File: config.mk
export PLATFORM = sky130hd
export DESIGN_NAME = hd_popcount
export DESIGN_NICKNAME = d
export VERILOG_FILES = /design/src/rtl/hd_popcount.sv
export SDC_FILE = /design/constraint.sdc
export NUM_CORES = 1
export LEC_CHECK = 0
export BUFFER_PORTS_ARGS = -buffer_cell sky130_fd_sc_hd__buf_2
export CAP_MARGIN = 20
export CORE_AREA = 2 2 39 41
export DETAILED_ROUTE_END_ITERATION = 10
export DIE_AREA = 0 0 41 43
export PLACE_DENSITY = 0.45
export SLEW_MARGIN = 15
export SYNTH_ARGS = -nofsm -noshare
export SYNTH_HDL_FRONTEND = slang
export SYNTH_SLANG_ARGS = --single-unit
File: constraint.sdc
create_clock -name vclk -period 3.3
set_input_delay 0.33 -clock vclk [all_inputs]
set_output_delay 0.33 -clock vclk [all_outputs]
set_load 0.01 [all_outputs]
File: src/rtl/hd_popcount.sv
// Hamming distance between two words: XOR followed by a population count.
module hd_popcount #(
  parameter int WIDTH = 8,
  localparam int HW = $clog2(WIDTH + 1)
) (
  input  logic [WIDTH-1:0] a,
  input  logic [WIDTH-1:0] b,
  output logic [HW-1:0]    hd
);

  logic [WIDTH-1:0] diff;

  assign diff = a ^ b;

  // Count the differing bit positions.
  always_comb begin
    hd = '0;
    for (int i = 0; i < WIDTH; i++) begin
      hd = hd + HW'(diff[i]);
    end
  end

endmodule

==> results.toml <==
[yosys]
synth_top_family_by_area = "adder cells"
synthAdderAreaFrac = 0.4947
syn-cell-area_um2 = 237.7
syn_nets = 49
ys_warn_count = 0
synth_area_leaders = "fa_1, xnor2_1, ha_1, inv_1, xor2_1"
syn-instance-count = 26
avgSynthCellArea_um2 = 9.143
synth-simple-area-share = 0.02632
synth_compound_area_frac = 0.02105
yosysMostFrequentCell = "inv_1"
synth_top_area_frac = 0.3368
seq_area_frac_synth = 0
synth_cell_types = 7
synth_top_area_cell = "fa_1"
synthMuxAreaShare = 0
synthXorXnorAreaFrac = 0.3316
netlist_top_cells_count = "inv_1, xnor2_1, fa_1, ha_1, xor2_1"

[floorplanning]
io_pins = 20
die_area_mm2 = 0.001763
initial_core_util = 0.1718
die_w_um = 41
core-area_mm2 = 0.001384
num_rows = 14
fp.dieH_um = 43

[global_route]
antenna_found_initial = 0
track_usage = 0.04925
grt_max_degree = 3
grt_overflow = 0
grt_pass1_wl_um = 669
grt_pass1_vias = 209

[setup_path]
cp-end-kind = "output port"
worstPathMaxFanout = 2
max_stage_delay_ns = 0.53
cp_slowest_cell = "fa_1"
critPathArrivalTime_ns = 3.02
critical_path_class = "primary input to output port"
critical_path_required_ns = 2.97
critPathBufInv = 7
critPathTopFamily = "adder cells"
path_cells = "buf_6, xnor2_2, fa_1, inv_1, fa_1, inv_1, fa_1, inv_1, ha_2, inv_2, fa_2, inv_2, buf_6"
crit_path_start_kind = "primary input"

[timing]
drv_slew = 0
worst_slew_pin_slew_ns = 0.2148
finalHoldViolCount = 0
period_share = 1.014
relSlewSlack = 0.8558
fin_crit_ns = 3.346
fmax_mhz = 298.9
setup_slack_ns = -0.04556
setup_tns_ns = -0.07097
setup_violations = 2
grt_setup_unrepaired = "yes"

[layout]
nClkBuffers = 0
layout-drive-gt1-share = 0.6250
multi_input_area_um2 = 239.0
fillers = 152
area_growth_pct = 77.89
nFlopsAndLatches = 0
regArea_um2 = 0
nets = 73
num_antenna_cells = 0

[clock_tree]
hold_buffers = 0

[detailed_routing]
drt_iter0_drc = 1
vias = 223
avgViaCountPerCell = 3.484
drc = 0
ant_nets = 0
wl_per_cell_um = 6.641
drt_first_pass_iters = 2
drt_wl_total_um = 425

[place]
place_ws_ns = -0.2229
port-buffer-count = 20
gp_routability_congestion = 0.6273
dp_hpwl_um = 372.1

[flow_run]
maxCapViolCount = 0

[power_and_ir_drop]
power.density_mw_per_mm2 = 563.4
p_leak_nw = 0.2307
irDropWorstVdd_mv = 0.2597

[min_path]
hold_class = "primary input to output port"

[outcome]
outcome = "finished, violations left"
violations = "setup timing"
area by class of cell:
| type | count | area share |
|---|---|---|
| timing repair buffer | 22 | 0.3166 |
| multi-input combinational | 18 | 0.5651 |
| tap | 16 | 0.04734 |
| inverter | 8 | 0.07101 |
logic make-up after synthesis:
| group | count (synthesis) |
|---|---|
| buffers and inverters | 8 |
| AOI/OAI and AO/OA | 1 |
| adders and majority gates | 7 |
| and+or+nand+nor | 1 |
| xor gates and xnor gates | 9 |
worst min-delay path, stage by stage:
cell and delay (ns):
buf_2 0.08, xor2_1 0.14, ha_2 0.15, buf_2 0.11
where the power goes:
| group | total [W] | leakage [nW] | internal, W | switching (W) |
|---|---|---|---|---|
| clock network | 0 | 0 | 0 | 0 |
| registers | 0 | 0 | 0 | 0 |
| logic | 0.000238 | 0.231 | 0.000130 | 0.000109 |
layout by cell type, fill, tap and decap left out, types with 2 or more instances in the layout:
cell type	count
inv_2	2
fa_1	3
xor2_1	3
buf_6	3
buf_4	2
ha_1	2
xnor2_2	3
buf_2	17
inv_1	6
xnor2_1	3
metal layers:
metal | global-route usage | part of all wire
met5 | 0 | 0
met4 | 0 | 0
met3 | 0 | 0.15
met2 | 0.09063 | 0.42
met1 | 0.06452 | 0.43
timing repair:
item / in CTS / in global routing
endpoints found under the setup margin: 2 / 2
gates cloned: 0 / 0
pin swaps: 6 / 0
buffers inserted: 0 / 1
gates resized for setup: 7 / 4
path summary, 6_finish.rpt:
| check | endpoint | cells past startpoint | from |
|---|---|---|---|
| setup / recovery | hd[1] | 13 | a[3] |
| hold / removal | hd[0] | 4 | b[2] |
through the flow:
step / util / instances / total power (W) / hold slack, ns / instance area (µm²)
floorplan: - / 26 / 0.0001188 / 0.9407 / 237.7
detailed placement: 0.2640 / 63 / 0.0001807 / 1.113 / 365.4
finish: 0.3056 / 64 / 0.0002383 / 1.153 / 422.9
CTS: 0.2875 / 63 / 0.0001921 / 1.155 / 397.9
global placement: 0.2640 / 63 / 0.0001825 / 1.124 / 365.4
global route: 0.3056 / 64 / 0.0002741 / 1.198 / 422.9
No activity file was read; power rests on OpenSTA's default activity.
